`config.mk`:
```
export PLATFORM = sky130hd
export DESIGN_NAME = seq_reduce_modp_flat
export DESIGN_NICKNAME = d
export VERILOG_FILES = /design/src/rtl/seq_reduce_modp_if.sv /design/src/rtl/seq_reduce_modp.sv /design/src/flat_wrapper.sv
export SDC_FILE = /design/constraint.sdc
export NUM_CORES = 2
export LEC_CHECK = 0
export BUFFER_PORTS_ARGS = -buffer_cell sky130_fd_sc_hd__buf_4
export CORE_MARGIN = 2
export CORE_UTILIZATION = 50
export CTS_BUF_LIST = sky130_fd_sc_hd__clkbuf_4 sky130_fd_sc_hd__clkbuf_8
export DETAILED_ROUTE_END_ITERATION = 6
export GPL_TIMING_DRIVEN = 0
export PLACE_DENSITY_LB_ADDON = 0.08
export SYNTH_ARGS = -nofsm -noshare
export SYNTH_HDL_FRONTEND = slang
export SYNTH_SLANG_ARGS = --single-unit
```
`constraint.sdc`:
```
create_clock -name clk -period 9.6 [get_ports clk]
set_input_delay 0.96 -clock clk [delete_from_list [all_inputs] [get_ports clk]]
set_output_delay 0.96 -clock clk [all_outputs]
set_load 0.05 [all_outputs]
```
`src/rtl/seq_reduce_modp_if.sv`:
```
// rtl/seq_reduce_modp_if.sv - operand/result handshake bundle for seq_reduce_modp
//
// Purpose: groups the input-product and output-residue handshakes of the
// modular reducer so the producer and consumer can be wired as one port.
//
// Signals:
//   in_data   2N  product to reduce (producer -> reducer)
//   in_valid  1   in_data is valid (producer -> reducer)
//   in_ready  1   reducer can accept (reducer -> producer)
//   out_data  N   canonical residue (reducer -> consumer)
//   out_valid 1   out_data is valid (reducer -> consumer)
//   out_ready 1   consumer accepts out_data (consumer -> reducer)
//   fold_cnt  2   folds taken for the current/last operand (debug)
//
// Modports: slave = reducer side, master = producer/consumer side.

interface seq_reduce_modp_if #(
  parameter int N = 255
);
  logic [2*N-1:0] in_data;
  logic           in_valid;
  logic           in_ready;
  logic [N-1:0]   out_data;
  logic           out_valid;
  logic           out_ready;
  logic [1:0]     fold_cnt;

  modport slave (
    input  in_data,
    input  in_valid,
    output in_ready,
    output out_data,
    output out_valid,
    input  out_ready,
    output fold_cnt
  );

  modport master (
    output in_data,
    output in_valid,
    input  in_ready,
    input  out_data,
    input  out_valid,
    output out_ready,
    input  fold_cnt
  );
endinterface

```
`src/rtl/seq_reduce_modp.sv`:
```
// rtl/seq_reduce_modp.sv - sequential reduction of a 2N-bit product modulo p = 2^N - C
//
// Purpose: accepts a double-width product, repeatedly folds the high half
// back into the low half using 2^N == C (mod p) until the high half is zero,
// then applies one conditional subtract of p to return a residue in [0, p-1].
//
// Ports:
//   clk  rising-edge clock
//   rst  synchronous reset, active-high
//   bus  seq_reduce_modp_if.slave: in_data/in_valid/in_ready product input,
//        out_data/out_valid/out_ready residue output, fold_cnt debug count

module seq_reduce_modp #(
  parameter int N = 255,
  parameter int C = 19
) (
  input  logic             clk,
  input  logic             rst,
  seq_reduce_modp_if.slave bus
);

  localparam logic [N-1:0]   P   = {N{1'b1}} - N'(C - 1);
  localparam logic [2*N-1:0] C_W = (2*N)'(C);

  typedef enum logic [1:0] {
    IDLE = 2'd0,
    FOLD = 2'd1,
    DONE = 2'd2
  } state_t;

  state_t         state_q;
  logic [2*N-1:0] acc_q;
  logic [N-1:0]   out_data_q;
  logic           out_valid_q;
  logic [1:0]     fold_cnt_q;

  logic [N-1:0]   hi;
  logic [N-1:0]   lo;
  logic [2*N-1:0] acc_d;
  logic [N-1:0]   out_data_d;

  assign hi = acc_q[2*N-1:N];
  assign lo = acc_q[N-1:0];

  // Fold at full 2N width: with C < 2^(N/2) the sum lo + C*hi cannot
  // overflow acc, so nothing is lost to truncation.
  assign acc_d = {{N{1'b0}}, lo} + C_W * {{N{1'b0}}, hi};

  // Once hi is zero, lo < 2^N < 2p, so a single subtract is canonical.
  assign out_data_d = (lo >= P) ? (lo - P) : lo;

  always_ff @(posedge clk) begin
    if (rst) begin
      state_q     <= IDLE;
      acc_q       <= '0;
      out_data_q  <= '0;
      out_valid_q <= 1'b0;
      fold_cnt_q  <= 2'd0;
    end else begin
      case (state_q)
        IDLE: begin
          if (bus.in_valid) begin
            acc_q      <= bus.in_data;
            fold_cnt_q <= 2'd0;
            state_q    <= FOLD;
          end
        end
        FOLD: begin
          if (hi != '0) begin
            acc_q      <= acc_d;
            fold_cnt_q <= fold_cnt_q + 2'd1;
          end else begin
            out_data_q  <= out_data_d;
            out_valid_q <= 1'b1;
            state_q     <= DONE;
          end
        end
        DONE: begin
          if (bus.out_ready) begin
            out_valid_q <= 1'b0;
            state_q     <= IDLE;
          end
        end
        default: begin
          out_valid_q <= 1'b0;
          state_q     <= IDLE;
        end
      endcase
    end
  end

  assign bus.in_ready  = (state_q == IDLE);
  assign bus.out_data  = out_data_q;
  assign bus.out_valid = out_valid_q;
  assign bus.fold_cnt  = fold_cnt_q;

endmodule

```
`src/flat_wrapper.sv`:
```
// flat-port wrapper written by rule: the top's interface ports become plain ports
module seq_reduce_modp_flat 
#(
  parameter int N = 255,
  parameter int C = 19
)
  (clk, rst, bus_in_data, bus_in_valid, bus_in_ready, bus_out_data, bus_out_valid, bus_out_ready, bus_fold_cnt);
  seq_reduce_modp_if #(.N(N)) bus_i ();
  input  logic clk;
  input  logic rst;
  input wire logic [$bits(bus_i.in_data)-1:0] bus_in_data;
  input wire logic [$bits(bus_i.in_valid)-1:0] bus_in_valid;
  output wire logic [$bits(bus_i.in_ready)-1:0] bus_in_ready;
  output wire logic [$bits(bus_i.out_data)-1:0] bus_out_data;
  output wire logic [$bits(bus_i.out_valid)-1:0] bus_out_valid;
  input wire logic [$bits(bus_i.out_ready)-1:0] bus_out_ready;
  output wire logic [$bits(bus_i.fold_cnt)-1:0] bus_fold_cnt;
  assign bus_i.in_data = bus_in_data;
  assign bus_i.in_valid = bus_in_valid;
  assign bus_in_ready = bus_i.in_ready;
  assign bus_out_data = bus_i.out_data;
  assign bus_out_valid = bus_i.out_valid;
  assign bus_i.out_ready = bus_out_ready;
  assign bus_fold_cnt = bus_i.fold_cnt;
  seq_reduce_modp #(.N(N), .C(C)) u_core (.clk(clk), .rst(rst), .bus(bus_i));
endmodule
```
# After elaboration in Yosys (flattened, before gate mapping)
# Cells that the tools add are included.
# totals
regBits	770
input_bits	514
out_inout_bits	259
word_cells	39
# classes
n_addsub	3
mul	1
order_cmp	1
n_eq_ne	6
muxes	14
bitwise	2
reduce_logical	7
# ops
op	n
510-bit two-way mux	2
510-bit case mux with 2 select lines	1
255-bit by 260-bit adder with 261-bit output	1
5-bit by 255-bit multiplier with 260-bit output, first input constant	1
255-bit >= comparator, second input constant	1
255-bit two-way mux	1
255-bit nonzero test	1
255-bit subtractor, second input constant	1
2-bit two-way mux	5
3-bit AND reduction	3
2-bit != test, second input constant	3
2-bit case mux with 3 select lines	1
2-bit case mux with 2 select lines	1
1-bit case mux with 3 select lines	1
2-bit by 1-bit adder with 2-bit output, second input constant	1
2-bit by 1-bit equality test with 1-bit output, second input constant	1
2-bit equality test, second input constant	1
2-bit logical NOT	1
1-bit two-way mux	2
2-bit by 1-bit != test with 1-bit output, second input constant	1
1-bit NOT	2
2-bit AND reduction	1
2-bit nonzero test	1

# Depth between registers and ports, before layout
# depth
word_depth	4
mapped_depth	22
mapped_depth_nobuf	21

# Worst setup path after synthesis
# No wires, ideal clock.
# synth_path
path_kind	reg2reg
from	reg u_core.acc_q[14]
to	reg u_core.acc_q[258]
setup_time_ns	0.095
t_arrival_ns	5.008
required_ns	9.505
setup_slack_ns	4.497
path_stages_with_launch	23
n_path_buf	1
synth_period_minus_slack_ns	5.103
cell_sequence	dfxtp_1 inv_1 fa_1 inv_1 ha_1 inv_1 fa_1 inv_1 ha_1 buf_2 nand2_1 or3_1 or3_1 a31o_1 a21oi_2 nor2_1 o41ai_4 a21oi_1 o221ai_1 a31o_2 a41oi_1 xnor2_1 a221oi_1
# synth_between
elab_chain_cells	3
# synth_lines
element	line_no	source
start, declared	seq_reduce_modp.sv:32	logic [2*N-1:0] acc_q;
start signal, assigned	seq_reduce_modp.sv:63	acc_q <= bus.in_data;
255-bit by 260-bit adder with 261-bit output	seq_reduce_modp.sv:47	assign acc_d = {{N{1'b0}}, lo} + C_W * {{N{1'b0}}, hi};
510-bit two-way mux	seq_reduce_modp.sv:69	if (hi != '0) begin
510-bit case mux with 2 select lines	seq_reduce_modp.sv:60	case (state_q)
# Every way passes these cells. The select of a mux whose other input is x is not followed.
# A chain may end at the register's enable or synchronous reset.

# Worst setup path in the final report
# layout_path
from	reg u_core.acc_q[36]
to	reg u_core.acc_q[236]
# Same word-level chain as after synthesis.

==> impl_metrics.json <==
{
  "outcome": "finished, violations left",
  "failed_checks": "DRC, capacitance limit, slew limit",
  "synth.largest_area_cell": "sky130_fd_sc_hd__dfxtp_1",
  "antenna_found_initial": 53,
  "highest-signal-layer": "met5",
  "cp_common_cell": "sky130_fd_sc_hd__inv_1",
  "synth_simple_gate_area_share_pct": 13.98,
  "hold_start": "bus_in_data[382]",
  "critical_path.startpoint_type": "flip-flop",
  "routed_wl_um": 343200,
  "final-max-slew-violation-count": 114,
  "area_share_of_fa_ha_maj_cells_after_synthesis_pct": 26.18,
  "hold_buffers": 0,
  "place.port_buffers": 771,
  "grt-ovfl-total": 0,
  "post_route_cells_drive_above_1_share_pct": 11.13,
  "worst_ep_arrival_ns": 8.71,
  "finalSetupTns_ns": 0,
  "post-route-min-period_ns": 8.008,
  "share_of_the_core_filled_with_cells_pct": 58.47,
  "maxSlewHeadroom_pct": -10.78,
  "yosys_most_used_dff": "sky130_fd_sc_hd__dfxtp_1",
  "worstHoldPathCells": 3,
  "min_period_over_period_pct": 83.42,
  "setup.reg_to_reg.worst_slack_ns": 1.59,
  "grt_pass1_vias": 70233,
  "timing.critical_path.buf_inv": 4,
  "drtAntennaViolNets": 0,
  "synth.avg_cell_area_um2": 7.717,
  "register_bit_count_reported_by_yosys": 770,
  "die_y_um": 376.6,
  "met2_wirelength_um": 144200,
  "num-fill-cells": 12559,
  "kind_of_cell_adding_the_most_delay_to_the_critical_path": "compound AO/OA/AOI/OAI gates",
  "cell_internal_pwr_mw": 7.083,
  "worstPathRequired_ns": 10.30,
  "io-pin-count": 773,
  "final_hold_viol_count": 0,
  "post-synth-top-area-fraction_pct": 22.20,
  "ctsResizeCount": 0,
  "share_seq_of_total_power_pct": 28.5,
  "avgRoutedWirePerCell_um": 29.02,
  "nets": 11574,
  "yosys.area_share.xor_xnor_pct": 2.990,
  "clk_transition_reported_paths_ns": 0.06,
  "slowest_delay_ns": 0.76,
  "crit_chain": "inv_1, fa_1, inv_1, ha_1, inv_1, fa_1, inv_1, ha_1, and4_1, nor4bb_1, and2_1, nand2_1, o21ai_2, a31oi_1, o31a_1, and2_1, o31ai_2, o21ai_0, o21a_1, a2111oi_1",
  "cap_viol_max_count": 13,
  "post_synth_inst_count": 8996,
  "synth-async-reset-ratio_pct": 0,
  "synth_sequential_area_ratio_pct": 22.20,
  "ys.warnings.count": 0,
  "drc_errors": 1,
  "area.sequential_mm2": 0.01541,
  "setup_viol": 0,
  "combinationalPowerShare_pct": 45.9,
  "post_cts_buffers": 0,
  "layout-area-overhead-vs-synth_pct": 15.95,
  "p_sw_mw": 6.024,
  "syn_area_mm2": 0.06942,
  "worstMarginPinSlew_ns": 1.662,
  "hold_path_sink": "u_core.acc_q[382]",
  "met3_length_um": 42250,
  "worstSkewPairLatency_ns": 0.93,
  "starting_drt_drc_count": 8694,
  "critical_path.endpoint_type": "flip-flop",
  "timing.rr.end": "u_core.acc_q[236]",
  "cts_buffers": 137,
  "reg2regPathDepth": 20,
  "gpl.final_weighted_congestion": 1.090,
  "tritoncts": "done",
  "muxShareOfSynthArea_pct": 0.1063,
  "overall_global_routing_usage_pct": 47.10,
  "synth_top_family_by_area": "adder cells",
  "initial_core_util_pct": 50.43,
  "critical_path_peak_fanout": 7,
  "hpwlAfterDp_um": 287300,
  "cts.sinks": 770,
  "h_tree_level_count": 4,
  "netlist_top_cells_area": "sky130_fd_sc_hd__dfxtp_1, sky130_fd_sc_hd__fa_1, sky130_fd_sc_hd__ha_1, sky130_fd_sc_hd__inv_1, sky130_fd_sc_hd__a22oi_1",
  "compound_gate_portion_of_the_synthesized_area_pct": 22.04,
  "vias_per_cell": 6.175,
  "cts-root-to-sink-buffers": 3,
  "row_count": 136,
  "synth.net_count": 10659,
  "clock_power_share_pct": 25.6,
  "ys_types": 87,
  "routed-via-count": 73014,
  "floorplan.die_area_mm2": 0.1418,
  "number_of_enable_type_register_cells_in_the_synthesized_netlist": 0,
  "hold-worst-slack_ns": 0.2872,
  "clock.fmax_ghz": 0.1249,
  "grt_max_degree": 17,
  "worst_ir_drop_vdd_v": 0.0001355,
  "hold_class": "in -> reg",
  "total_iterations_of_the_first_detailed_routing_run": 7,
  "grt_pass1_wl_um": 481200,
  "power.static_leakage_nw": 36.52,
  "core_area_mm2": 0.1377,
  "multi_input_combinational_cell_area_mm2": 0.04536,
  "grt_setup_unrepaired": "no",
  "finClkSkew_ns": 0.05524,
  "crit-reg2reg-launch": "u_core.acc_q[36]",
  "detailed_route_wire_length_on_metal_1_um": 127400,
  "p_sw_share_pct": 45.96,
  "critPathKind": "reg -> reg",
  "critPathSlowestCell": "sky130_fd_sc_hd__a2111oi_1",
  "cellPowerDensity_mw_per_mm2": 162.8,
  "cts_root_buf": "sky130_fd_sc_hd__clkbuf_8",
  "die_width_um": 376.6
}
==> synthesized netlist by cell type, types with 55 or more instances <==
cell	n
sky130_fd_sc_hd__a211oi_1	162
sky130_fd_sc_hd__nor4_1	60
sky130_fd_sc_hd__ha_1	643
sky130_fd_sc_hd__fa_1	506
sky130_fd_sc_hd__nand3_1	55
sky130_fd_sc_hd__a21oi_1	585
sky130_fd_sc_hd__clkbuf_1	441
sky130_fd_sc_hd__a21o_1	150
sky130_fd_sc_hd__dfxtp_1	770
sky130_fd_sc_hd__a221oi_1	124
sky130_fd_sc_hd__nor3_1	81
sky130_fd_sc_hd__a22oi_1	504
sky130_fd_sc_hd__inv_1	1842
sky130_fd_sc_hd__nand4_1	264
sky130_fd_sc_hd__nor2_1	953
sky130_fd_sc_hd__nand2_1	634
sky130_fd_sc_hd__xor2_1	70
sky130_fd_sc_hd__xnor2_1	167
sky130_fd_sc_hd__o21bai_1	84
sky130_fd_sc_hd__o21ai_0	423
==> logic make-up after synthesis <==
family,after synthesis
DFF,770
muxes,7
AOI/OAI and AO/OA,2321
buffers and inverters,2310
adders and majority gates,1149
and+or+nand+nor,2202
xor gates and xnor gates,237
==> placed cells by master (no fill, tap or decap), types with 55 or more instances in the layout <==
master / Yosys / layout
sky130_fd_sc_hd__a221oi_1: 124 / 124
sky130_fd_sc_hd__clkbuf_8: 0 / 153
sky130_fd_sc_hd__a21o_1: 150 / 150
sky130_fd_sc_hd__ha_1: 643 / 643
sky130_fd_sc_hd__nor4_1: 60 / 58
sky130_fd_sc_hd__clkbuf_1: 441 / 419
sky130_fd_sc_hd__nand2_1: 634 / 634
sky130_fd_sc_hd__a21oi_1: 585 / 585
sky130_fd_sc_hd__nor2_1: 953 / 951
sky130_fd_sc_hd__a211oi_1: 162 / 161
sky130_fd_sc_hd__xor2_1: 70 / 70
sky130_fd_sc_hd__o21ai_0: 423 / 423
sky130_fd_sc_hd__nor3_1: 81 / 81
sky130_fd_sc_hd__nand3_1: 55 / 55
sky130_fd_sc_hd__buf_4: 0 / 773
sky130_fd_sc_hd__inv_1: 1842 / 1842
sky130_fd_sc_hd__o21bai_1: 84 / 84
sky130_fd_sc_hd__xnor2_1: 167 / 167
sky130_fd_sc_hd__a22oi_1: 504 / 504
sky130_fd_sc_hd__fa_1: 506 / 506
sky130_fd_sc_hd__nand4_1: 264 / 264
sky130_fd_sc_hd__dfxtp_1: 770 / 770
==> area by class of cell <==
type	instances	share of cell area, %
diodes	18	0.05596
flip-flops and latches	770	19.15
plain buffers	468	2.221
inverters	1842	8.589
clock inverters	41	0.5036
well taps	1794	2.789
clock buffers	200	3.054
repair buffers	776	7.281
multi-input cells	5916	56.36
==> flip-flops by register name, summed over array words and instances, names as in the netlist <==
name and flops:
u_core.acc_q 510, u_core.bus.out_data 255, u_core.bus.fold_cnt 2, u_core.state_q 2, u_core.bus.out_valid 1
==> layer usage <==
layer,up-vias,global-route usage [%]
li1,31871,-
met1,35370,57.24
met2,4593,70.49
met3,1122,15.51
met4,58,32.45
met5,-,0.06861
==> per-stage QoR <==
stage	instances	worst slack, ns	power [mW]	area, µm²
finish	11825	1.592	13.11	80500
global route	11812	1.703	13.78	80460
CTS	11804	1.290	12.89	80390
detailed placement	11563	1.314	9.568	77530
global placement	11561	1.336	9.478	77450
floorplan	8996	4.497	7.462	69420
==> power groups by stage <==
stage,Combinational (mW),Clock [mW],Sequential [mW]
5_1_grt,6.59,3.46,3.73
6_report,6.01,3.36,3.74
3_3_place_gp,5.71,0,3.77
4_1_cts,5.85,3.34,3.71
3_5_place_dp,5.79,0,3.77
2_1_floorplan,3.86,0,3.60
==> worst max-delay path by stage <==
stage                            from  depth (start not counted)           endpoint  slack, ns
floorplan            u_core.acc_q[14]                         22  u_core.acc_q[258]       4.50
global placement    u_core.acc_q[154]                         20  u_core.acc_q[247]       1.34
detailed placement  u_core.acc_q[154]                         20  u_core.acc_q[247]       1.31
CTS                 u_core.acc_q[154]                         20  u_core.acc_q[247]       1.29
global route         u_core.acc_q[36]                         20  u_core.acc_q[236]       1.70
finish               u_core.acc_q[36]                         20  u_core.acc_q[236]       1.59
==> tightest hold or removal path, cell delays in order <==
cell and delay, ns:
sky130_fd_sc_hd__buf_4 0.08, sky130_fd_sc_hd__a22oi_1 0.06, sky130_fd_sc_hd__nor2_1 0.07
Note: power is estimated with default switching activity, not from simulation.
